## config.mk

```make
export PLATFORM = sky130hd
export DESIGN_NAME = memory_access_unit_flat
export DESIGN_NICKNAME = d
export VERILOG_FILES = /design/src/rtl/memory_access_unit_if.sv /design/src/rtl/memory_access_unit.sv /design/src/flat_wrapper.sv
export SDC_FILE = /design/constraint.sdc
export NUM_CORES = 1
export LEC_CHECK = 0
export ABC_AREA = 1
export BUFFER_PORTS_ARGS = -buffer_cell sky130_fd_sc_hd__buf_2
export CORE_MARGIN = 5
export CORE_UTILIZATION = 45
export CTS_BUF_LIST = sky130_fd_sc_hd__clkbuf_16
export DETAILED_ROUTE_END_ITERATION = 12
export PLACE_DENSITY = 0.78
export SYNTH_ARGS = -nofsm -noshare
export SYNTH_HDL_FRONTEND = slang
export SYNTH_SLANG_ARGS = --single-unit
```

## constraint.sdc

```tcl
create_clock -name clk -period 3.7 [get_ports clk]
set_clock_uncertainty 0.05 [all_clocks]
set_input_delay 0.185 -clock clk [delete_from_list [all_inputs] [get_ports clk]]
set_output_delay 0.185 -clock clk [all_outputs]
set_load 0.01 [all_outputs]
```

## src/rtl/memory_access_unit_if.sv

```systemverilog
// -----------------------------------------------------------------------------
// memory_access_unit_pkg / memory_access_unit_if
//
// Purpose:
//   Shared cache-request enums and the signal bundle that connects the
//   load/store unit to the execute stage (in_*), the writeback stage (out_*)
//   and the data cache (req_*).
//
// Modports:
//   master : the load/store unit itself (drives in_ready, out_*, req_* except
//            the cache return path).
//   slave  : the surrounding pipeline and cache (drives in_*, out_ready,
//            req_loaded_word, req_fulfilled).
//
// Handshake rules (all channels):
//   A transfer happens on a rising clk edge where valid and ready are both 1.
//   Once valid is raised, the payload stays stable and valid stays high until
//   that transfer completes. The cache channel has no ready: req_valid and the
//   req_* payload stay stable until the cache pulses req_fulfilled (or the
//   unit's watchdog aborts the request).
// -----------------------------------------------------------------------------
package memory_access_unit_pkg;
    typedef enum logic {
        MEM_LOAD  = 1'b0,
        MEM_STORE = 1'b1
    } memory_operation_e;

    typedef enum logic [1:0] {
        SIZE_BYTE = 2'd0,
        SIZE_HALF = 2'd1,
        SIZE_WORD = 2'd2
    } memory_operation_size_e;
endpackage

interface memory_access_unit_if #(
    parameter int XLEN = 32
);
    import memory_access_unit_pkg::*;

    // execute -> unit
    logic                   in_valid;
    logic                   in_ready;
    logic                   in_is_store;
    logic [2:0]             in_funct3;
    logic [XLEN-1:0]        in_address;
    logic [XLEN-1:0]        in_store_data;

    // unit -> writeback
    logic                   out_valid;
    logic                   out_ready;
    logic [XLEN-1:0]        out_load_data;
    logic                   out_misaligned;
    logic                   out_illegal;
    logic                   out_timeout;

    // unit <-> data cache
    logic [XLEN-1:0]        req_address;
    memory_operation_e      req_operation;
    memory_operation_size_e req_size;
    logic [XLEN-1:0]        req_store_word;
    logic                   req_valid;
    logic [XLEN-1:0]        req_loaded_word;
    logic                   req_fulfilled;

    modport master (
        input  in_valid, in_is_store, in_funct3, in_address, in_store_data,
        output in_ready,
        output out_valid, out_load_data, out_misaligned, out_illegal, out_timeout,
        input  out_ready,
        output req_address, req_operation, req_size, req_store_word, req_valid,
        input  req_loaded_word, req_fulfilled
    );

    modport slave (
        output in_valid, in_is_store, in_funct3, in_address, in_store_data,
        input  in_ready,
        input  out_valid, out_load_data, out_misaligned, out_illegal, out_timeout,
        output out_ready,
        input  req_address, req_operation, req_size, req_store_word, req_valid,
        output req_loaded_word, req_fulfilled
    );
endinterface

```

## src/rtl/memory_access_unit.sv

```systemverilog
// -----------------------------------------------------------------------------
// memory_access_unit
//
// Purpose:
//   Load/store stage in front of the data cache. Accepts one memory micro-op,
//   decodes RISC-V funct3, checks alignment, issues a held cache request,
//   extends load data and returns a completion with misaligned / illegal /
//   timeout flags.
//
// Ports:
//   clk          : clock
//   reset        : asynchronous active-high reset
//   bus          : memory_access_unit_if.master (execute, writeback, cache)
//   o_dbg_state  : current FSM state (0 IDLE, 1 REQ, 2 DONE)
//
// Parameters:
//   XLEN           : data/address width, must match the interface XLEN
//   TIMEOUT_CYCLES : max cycles spent in REQ before abort, 0 disables it
// -----------------------------------------------------------------------------
module memory_access_unit
    import memory_access_unit_pkg::*;
#(
    parameter int XLEN           = 32,
    parameter int TIMEOUT_CYCLES = 64
) (
    input  logic                clk,
    input  logic                reset,
    memory_access_unit_if.master bus,
    output logic [1:0]          o_dbg_state
);

    typedef enum logic [1:0] {
        S_IDLE = 2'd0,
        S_REQ  = 2'd1,
        S_DONE = 2'd2
    } state_e;

    localparam int CW = (TIMEOUT_CYCLES > 0) ? $clog2(TIMEOUT_CYCLES + 1) : 1;
    localparam int WD_LAST_INT = (TIMEOUT_CYCLES > 0) ? TIMEOUT_CYCLES - 1 : 0;
    localparam logic [CW-1:0] WD_LAST = WD_LAST_INT[CW-1:0];

    state_e                 r_state;
    logic [XLEN-1:0]        r_address;
    memory_operation_e      r_operation;
    memory_operation_size_e r_size;
    logic                   r_unsigned;
    logic [XLEN-1:0]        r_store_word;
    logic                   r_req_valid;
    logic                   r_out_valid;
    logic [XLEN-1:0]        r_load_data;
    logic                   r_misaligned;
    logic                   r_illegal;
    logic                   r_timeout;
    logic [CW-1:0]          r_wdog;

    logic                   w_legal;
    logic                   w_unsigned;
    memory_operation_size_e w_size;
    logic                   w_misaligned;
    logic [XLEN-1:0]        w_store_word;
    logic [XLEN-1:0]        w_ext;

    // Decode of the incoming op; only consumed on the accepting edge.
    always_comb begin
        w_legal    = 1'b0;
        w_unsigned = 1'b0;
        w_size     = SIZE_BYTE;
        if (bus.in_is_store) begin
            case (bus.in_funct3)
                3'b000:  begin w_legal = 1'b1; w_size = SIZE_BYTE; end
                3'b001:  begin w_legal = 1'b1; w_size = SIZE_HALF; end
                3'b010:  begin w_legal = 1'b1; w_size = SIZE_WORD; end
                default: w_legal = 1'b0;
            endcase
        end else begin
            case (bus.in_funct3)
                3'b000:  begin w_legal = 1'b1; w_size = SIZE_BYTE; end
                3'b001:  begin w_legal = 1'b1; w_size = SIZE_HALF; end
                3'b010:  begin w_legal = 1'b1; w_size = SIZE_WORD; end
                3'b100:  begin w_legal = 1'b1; w_size = SIZE_BYTE; w_unsigned = 1'b1; end
                3'b101:  begin w_legal = 1'b1; w_size = SIZE_HALF; w_unsigned = 1'b1; end
                default: w_legal = 1'b0;
            endcase
        end

        // Gated by w_legal so an illegal op never reports misalignment too.
        w_misaligned = w_legal &&
                       (((w_size == SIZE_HALF) && bus.in_address[0]) ||
                        ((w_size == SIZE_WORD) && (bus.in_address[1:0] != 2'b00)));

        case (w_size)
            SIZE_BYTE: w_store_word = {{(XLEN-8){1'b0}},  bus.in_store_data[7:0]};
            SIZE_HALF: w_store_word = {{(XLEN-16){1'b0}}, bus.in_store_data[15:0]};
            default:   w_store_word = bus.in_store_data;
        endcase
    end

    // Extension of the cache return data; stores complete with zero.
    always_comb begin
        w_ext = bus.req_loaded_word;
        if (r_operation == MEM_STORE) begin
            w_ext = '0;
        end else begin
            case (r_size)
                SIZE_BYTE: w_ext = r_unsigned ? {{(XLEN-8){1'b0}}, bus.req_loaded_word[7:0]}
                                              : {{(XLEN-8){bus.req_loaded_word[7]}}, bus.req_loaded_word[7:0]};
                SIZE_HALF: w_ext = r_unsigned ? {{(XLEN-16){1'b0}}, bus.req_loaded_word[15:0]}
                                              : {{(XLEN-16){bus.req_loaded_word[15]}}, bus.req_loaded_word[15:0]};
                default:   w_ext = bus.req_loaded_word;
            endcase
        end
    end

    always_ff @(posedge clk or posedge reset) begin
        if (reset) begin
            r_state      <= S_IDLE;
            r_address    <= '0;
            r_operation  <= MEM_LOAD;
            r_size       <= SIZE_BYTE;
            r_unsigned   <= 1'b0;
            r_store_word <= '0;
            r_req_valid  <= 1'b0;
            r_out_valid  <= 1'b0;
            r_load_data  <= '0;
            r_misaligned <= 1'b0;
            r_illegal    <= 1'b0;
            r_timeout    <= 1'b0;
            r_wdog       <= '0;
        end else begin
            case (r_state)
                S_IDLE: begin
                    if (bus.in_valid) begin
                        r_load_data <= '0;
                        r_wdog      <= '0;
                        if (!w_legal) begin
                            r_illegal   <= 1'b1;
                            r_out_valid <= 1'b1;
                            r_state     <= S_DONE;
                        end else if (w_misaligned) begin
                            r_misaligned <= 1'b1;
                            r_out_valid  <= 1'b1;
                            r_state      <= S_DONE;
                        end else begin
                            r_address    <= bus.in_address;
                            r_operation  <= bus.in_is_store ? MEM_STORE : MEM_LOAD;
                            r_size       <= w_size;
                            r_unsigned   <= w_unsigned;
                            r_store_word <= w_store_word;
                            r_req_valid  <= 1'b1;
                            r_state      <= S_REQ;
                        end
                    end
                end
                S_REQ: begin
                    // Fulfilment is checked first so it wins on the limit cycle.
                    if (bus.req_fulfilled) begin
                        r_req_valid <= 1'b0;
                        r_load_data <= w_ext;
                        r_out_valid <= 1'b1;
                        r_state     <= S_DONE;
                    end else if ((TIMEOUT_CYCLES != 0) && (r_wdog == WD_LAST)) begin
                        r_req_valid <= 1'b0;
                        r_load_data <= '0;
                        r_timeout   <= 1'b1;
                        r_out_valid <= 1'b1;
                        r_state     <= S_DONE;
                    end else if (TIMEOUT_CYCLES != 0) begin
                        r_wdog <= r_wdog + CW'(1);
                    end
                end
                S_DONE: begin
                    if (bus.out_ready) begin
                        r_out_valid  <= 1'b0;
                        r_load_data  <= '0;
                        r_misaligned <= 1'b0;
                        r_illegal    <= 1'b0;
                        r_timeout    <= 1'b0;
                        r_state      <= S_IDLE;
                    end
                end
                default: r_state <= S_IDLE;
            endcase
        end
    end

    assign bus.in_ready       = (r_state == S_IDLE);
    assign bus.out_valid      = r_out_valid;
    assign bus.out_load_data  = r_load_data;
    assign bus.out_misaligned = r_misaligned;
    assign bus.out_illegal    = r_illegal;
    assign bus.out_timeout    = r_timeout;
    assign bus.req_address    = r_address;
    assign bus.req_operation  = r_operation;
    assign bus.req_size       = r_size;
    assign bus.req_store_word = r_store_word;
    assign bus.req_valid      = r_req_valid;
    assign o_dbg_state        = r_state;

endmodule

```

## src/flat_wrapper.sv

```systemverilog
// flat-port wrapper written by rule: the top's interface ports become plain ports
module memory_access_unit_flat import memory_access_unit_pkg::*;
#(
    parameter int XLEN           = 32,
    parameter int TIMEOUT_CYCLES = 64
)
  (clk, reset, o_dbg_state, bus_in_valid, bus_in_is_store, bus_in_funct3, bus_in_address, bus_in_store_data, bus_in_ready, bus_out_valid, bus_out_load_data, bus_out_misaligned, bus_out_illegal, bus_out_timeout, bus_out_ready, bus_req_address, bus_req_operation, bus_req_size, bus_req_store_word, bus_req_valid, bus_req_loaded_word, bus_req_fulfilled);
  memory_access_unit_if #(.XLEN(XLEN)) bus_i ();
  input  logic clk;
  input  logic reset;
  output logic [1:0] o_dbg_state;
  input wire logic [$bits(bus_i.in_valid)-1:0] bus_in_valid;
  input wire logic [$bits(bus_i.in_is_store)-1:0] bus_in_is_store;
  input wire logic [$bits(bus_i.in_funct3)-1:0] bus_in_funct3;
  input wire logic [$bits(bus_i.in_address)-1:0] bus_in_address;
  input wire logic [$bits(bus_i.in_store_data)-1:0] bus_in_store_data;
  output wire logic [$bits(bus_i.in_ready)-1:0] bus_in_ready;
  output wire logic [$bits(bus_i.out_valid)-1:0] bus_out_valid;
  output wire logic [$bits(bus_i.out_load_data)-1:0] bus_out_load_data;
  output wire logic [$bits(bus_i.out_misaligned)-1:0] bus_out_misaligned;
  output wire logic [$bits(bus_i.out_illegal)-1:0] bus_out_illegal;
  output wire logic [$bits(bus_i.out_timeout)-1:0] bus_out_timeout;
  input wire logic [$bits(bus_i.out_ready)-1:0] bus_out_ready;
  output wire logic [$bits(bus_i.req_address)-1:0] bus_req_address;
  output wire logic [$bits(bus_i.req_operation)-1:0] bus_req_operation;
  output wire logic [$bits(bus_i.req_size)-1:0] bus_req_size;
  output wire logic [$bits(bus_i.req_store_word)-1:0] bus_req_store_word;
  output wire logic [$bits(bus_i.req_valid)-1:0] bus_req_valid;
  input wire logic [$bits(bus_i.req_loaded_word)-1:0] bus_req_loaded_word;
  input wire logic [$bits(bus_i.req_fulfilled)-1:0] bus_req_fulfilled;
  assign bus_i.in_valid = bus_in_valid;
  assign bus_i.in_is_store = bus_in_is_store;
  assign bus_i.in_funct3 = bus_in_funct3;
  assign bus_i.in_address = bus_in_address;
  assign bus_i.in_store_data = bus_in_store_data;
  assign bus_in_ready = bus_i.in_ready;
  assign bus_out_valid = bus_i.out_valid;
  assign bus_out_load_data = bus_i.out_load_data;
  assign bus_out_misaligned = bus_i.out_misaligned;
  assign bus_out_illegal = bus_i.out_illegal;
  assign bus_out_timeout = bus_i.out_timeout;
  assign bus_i.out_ready = bus_out_ready;
  assign bus_req_address = bus_i.req_address;
  assign bus_req_operation = bus_i.req_operation;
  assign bus_req_size = bus_i.req_size;
  assign bus_req_store_word = bus_i.req_store_word;
  assign bus_req_valid = bus_i.req_valid;
  assign bus_i.req_loaded_word = bus_req_loaded_word;
  assign bus_i.req_fulfilled = bus_req_fulfilled;
  memory_access_unit #(.XLEN(XLEN), .TIMEOUT_CYCLES(TIMEOUT_CYCLES)) u_core (.clk(clk), .reset(reset), .bus(bus_i), .o_dbg_state(o_dbg_state));
endmodule
```

==> flow_results.xml <==
<?xml version="1.0" encoding="UTF-8"?>
<metrics>
  <group name="run_status">
    <metric name="status" unit="">completed</metric>
  </group>
  <group name="sta">
    <metric name="period_minus_slack" unit="ps">2600</metric>
    <metric name="setup_total_negative_slack" unit="ps">0</metric>
    <metric name="final_hold_viol_count" unit="">0</metric>
    <metric name="final.period_utilization" unit="%">70.2</metric>
    <metric name="max_freq" unit="GHz">0.385</metric>
    <metric name="slew_headroom" unit="%">18.2</metric>
    <metric name="rsz0062_at_grt" unit="">no</metric>
    <metric name="worst_slack" unit="ps">1100</metric>
    <metric name="tightestPinTransition" unit="ps">1230</metric>
    <metric name="timing.final.setup_violations" unit="">0</metric>
    <metric name="pins_over_their_slew_limit" unit="">0</metric>
  </group>
  <group name="power_and_ir_drop">
    <metric name="power.density" unit="mW/mm^2">690</metric>
    <metric name="vdd_ir_drop_max" unit="V">0.000394</metric>
    <metric name="total_leakage_power" unit="uW">0.00409</metric>
    <metric name="total_power" unit="uW">5070</metric>
  </group>
  <group name="grt">
    <metric name="vias_in_the_first_global_route" unit="">5222</metric>
    <metric name="grt_max_degree" unit="">54</metric>
    <metric name="globalRouteOverflowTotal" unit="">0</metric>
    <metric name="global_route.usage.total" unit="%">25.3</metric>
    <metric name="grt_first_pass_wirelength" unit="um">25800</metric>
    <metric name="initial_antenna_violation_count" unit="">0</metric>
  </group>
  <group name="setup_path">
    <metric name="crit_path_cell_chain" unit="">dlygate4sd3_1 &gt; buf_2 &gt; nand2_1 &gt; nand3_1 &gt; nand2_2 &gt; nand2_2 &gt; nand3_4 &gt; inv_2 &gt; nand2_1 &gt; nand2_1</metric>
    <metric name="slowest_stage" unit="">inv_2</metric>
    <metric name="delay_of_the_slowest_critical_path_stage" unit="ps">720</metric>
    <metric name="worst_ep_arrival_time" unit="ps">2880</metric>
    <metric name="first_element_of_the_critical_path" unit="">bus_in_is_store</metric>
    <metric name="worst-endpoint-required" unit="ps">3980</metric>
    <metric name="rr_startpoint" unit="">u_core.o_dbg_state[1]$_DFFE_PP0P_</metric>
    <metric name="crit_family" unit="">buffers and inverters</metric>
    <metric name="startpoint_type" unit="">input port</metric>
    <metric name="worstSetupPathDepth" unit="">10</metric>
    <metric name="worst_path_most_repeated_cell" unit="">nand2_1</metric>
    <metric name="r2r_cells" unit="">7</metric>
    <metric name="critPathCaptureType" unit="">flip-flop</metric>
    <metric name="crit_path_max_fanout" unit="">53</metric>
    <metric name="worst-path-buf-inv" unit="">3</metric>
    <metric name="critPathKind" unit="">input port to flip-flop</metric>
  </group>
  <group name="clock_tree">
    <metric name="clk_root_buffer_cell" unit="">clkbuf_16</metric>
    <metric name="clock_edge_transition_at_the_registers_on_the_reported_setup_and_hold_paths" unit="ps">60</metric>
    <metric name="insertion_delay" unit="ps">400</metric>
    <metric name="cts_max_level" unit="">4</metric>
    <metric name="holdBufCountCts" unit="">79</metric>
    <metric name="cts-resized-gates" unit="">0</metric>
    <metric name="clock_tree.buffer_depth" unit="">2</metric>
    <metric name="cts_made_buffers" unit="">17</metric>
    <metric name="tritoncts_clock_tree" unit="">built</metric>
    <metric name="clock_sinks" unit="">114</metric>
    <metric name="post_cts.repair.setup_buffers" unit="">0</metric>
  </group>
  <group name="route">
    <metric name="route.detailed.drc" unit="">0</metric>
    <metric name="number_of_search_and_repair_iterations_in_the_first_detailed_routing_pass" unit="">7</metric>
    <metric name="drt_iter0_drc" unit="">392</metric>
    <metric name="via_per_inst" unit="">5.12</metric>
    <metric name="via_count" unit="">5137</metric>
    <metric name="antenna_left" unit="">0</metric>
    <metric name="routed_wl_per_cell" unit="um">16.4</metric>
    <metric name="detail_route.wirelength.met1" unit="um">6350</metric>
    <metric name="wl_met2" unit="um">8050</metric>
    <metric name="met3_wirelength" unit="um">1510</metric>
    <metric name="drt_wl_total" unit="um">16400</metric>
    <metric name="topRoutingLayerUsed" unit="">met4</metric>
  </group>
  <group name="cells_and_area">
    <metric name="antenna-diode-count" unit="">0</metric>
    <metric name="nNetsFinal" unit="">956</metric>
    <metric name="final_common_cell" unit="">nand2_1</metric>
    <metric name="post_route_cells_drive_above_1_share" unit="%">29.9</metric>
    <metric name="final_cell_mix" unit="">264 x nand2_1, 211 x buf_2, 114 x dfrtp_1, 79 x dlygate4sd3_1, 59 x o21ai_0</metric>
    <metric name="area_delta_synth_final" unit="%">51.2</metric>
    <metric name="final_core_util" unit="%">68.8</metric>
  </group>
  <group name="die">
    <metric name="fp.dieW" unit="um">114</metric>
    <metric name="start_util" unit="%">45.5</metric>
    <metric name="rows" unit="">38</metric>
    <metric name="boundaryPins" unit="">212</metric>
    <metric name="core_area" unit="mm^2">0.0107</metric>
    <metric name="die_height" unit="um">114</metric>
    <metric name="die_area" unit="mm^2">0.0130</metric>
  </group>
  <group name="synth">
    <metric name="netlist-cell-type-count" unit="">29</metric>
    <metric name="syn-mean-instance-area" unit="um^2">8.58</metric>
    <metric name="postSynth.asyncResetShare" unit="%">100</metric>
    <metric name="synthesis.instances" unit="">567</metric>
    <metric name="yosys_register_bits" unit="">114</metric>
    <metric name="synth_top_area_share" unit="%">58.6</metric>
    <metric name="synthTopCellsByArea" unit="">dfrtp_1 59%, nand2_1 20%, o21ai_0 6.1%, o211ai_1 2.5%, o21ai_1 2.1%</metric>
    <metric name="largest_family_of_logic_cells_by_synthesized_area" unit="">simple AND/OR/NAND/NOR gates</metric>
    <metric name="post_synth_and_or_nand_nor_area_fraction" unit="%">24.7</metric>
    <metric name="synth-edff-count" unit="">0</metric>
    <metric name="synthesis.area" unit="mm^2">0.00487</metric>
    <metric name="yosys.area_share.xor_xnor" unit="%">0.180</metric>
    <metric name="post_synth_fa_ha_maj_area_fraction" unit="%">0.257</metric>
    <metric name="ys.warnings.count" unit="">0</metric>
    <metric name="yosys_most_used_dff" unit="">dfrtp_1</metric>
    <metric name="synth_compound_area_share" unit="%">11.4</metric>
    <metric name="synth_mux_area_share" unit="%">0</metric>
    <metric name="synth.net_count" unit="">673</metric>
    <metric name="yosysSeqAreaShare" unit="%">58.6</metric>
    <metric name="synth_top_cell_by_area" unit="">dfrtp_1</metric>
  </group>
  <group name="hold_path">
    <metric name="holdCritStartpoint" unit="">bus_in_store_data[27]</metric>
    <metric name="holdPathStages" unit="">3</metric>
    <metric name="timing.hold.worst.class" unit="">input port to flip-flop</metric>
  </group>
  <group name="run">
    <metric name="maxCapViolCount" unit="">0</metric>
  </group>
  <group name="placement">
    <metric name="count_of_buffers_from_port_buffering" unit="">211</metric>
    <metric name="post-place-ws" unit="ps">1260</metric>
    <metric name="globalplace.congestion" unit="">0.877</metric>
    <metric name="detailed_placement_wirelength_estimate" unit="um">9990</metric>
  </group>
</metrics>
sequential cells by signal, summed over array words and instances, names as in the netlist:
signal / cells
u_core.bus.out_load_data: 32
u_core.bus.req_address: 32
u_core.bus.req_store_word: 32
u_core.r_wdog: 7
u_core.bus.req_size: 2
u_core.o_dbg_state: 2
u_core.bus.out_illegal: 1
u_core.bus.out_misaligned: 1
u_core.bus.out_timeout: 1
u_core.bus.out_valid: 1
u_core.bus.req_operation: 1
u_core.bus.req_valid: 1
u_core.r_unsigned: 1
cells by family after synthesis:
logic type	Yosys count
and+or+nand+nor	300
buffers and inverters	50
xor gates and xnor gates	1
adders and majority gates	1
AOI/OAI and AO/OA	101
DFF	114
cell usage after synthesis, types with 2 or more instances:
master    instances
a21oi_1           3
buf_2            16
buf_6             3
clkbuf_1          8
dfrtp_1         114
inv_1            16
inv_2             4
nand2_1         264
nand2_2           3
nand3_1          18
nand3b_1          2
nand4_1           2
nor2_1            4
nor2_2            3
o211ai_1         16
o21ai_0          59
o21ai_1          20
metal layers:
layer	up-vias	GRT usage (%)
met4	0	11.1
met2	279	41.8
met1	2418	30.3
met3	50	8.22
li1	2390	-
met5	-	0
metrics by stage:
stage / cells / area [um^2] / hold WS [ps]
floorplan: 567 / 4870 / 245
global placement: 892 / 5970 / 235
detailed placement: 892 / 5970 / 250
CTS: 1003 / 7360 / 1.54
global route: 1003 / 7360 / 5.34
finish: 1003 / 7360 / 9.55
worst reg2reg max path, cell delays in order (launching register included):
cell,delay [ps]
dfrtp_1,460
nor2_4,190
inv_2,70
a21oi_2,190
nand3_4,480
inv_2,730
nand2_1,210
nand2_1,140
final cells by class:
| type | count | area, um^2 |
|---|---|---|
| timing repair buffer | 293 | 1870 |
| fill | 756 | 3340 |
| inverter | 21 | 81.3 |
| clock inverter | 15 | 174 |
| sequential | 114 | 2850 |
| tap | 140 | 175 |
| clock buffer | 17 | 425 |
| multi-input combinational | 403 | 1780 |
path summary, 6_finish.rpt:
| kind | end | slack (ps) |
|---|---|---|
| worst max-delay path | u_core.bus.req_store_word[3]$_DFFE_PP0P_ | 1100 |
| worst min-delay path | u_core.bus.req_store_word[27]$_DFFE_PP0P_ | 10 |
| worst max register to register | u_core.bus.req_store_word[3]$_DFFE_PP0P_ | 1130 |
| worst min register to register | u_core.bus.req_valid$_DFFE_PP0P_ | 420 |
| max in group asynchronous | u_core.bus.req_address[23]$_DFFE_PP0P_ | 2350 |
| min in group asynchronous | u_core.bus.req_address[31]$_DFFE_PP0P_ | 370 |
where the power goes:
part	switching, uW	internal (uW)
sequential	268	1620
combinational	961	570
clock	550	1110
total	1780	3290
Note: power is estimated with default switching activity, not from simulation.
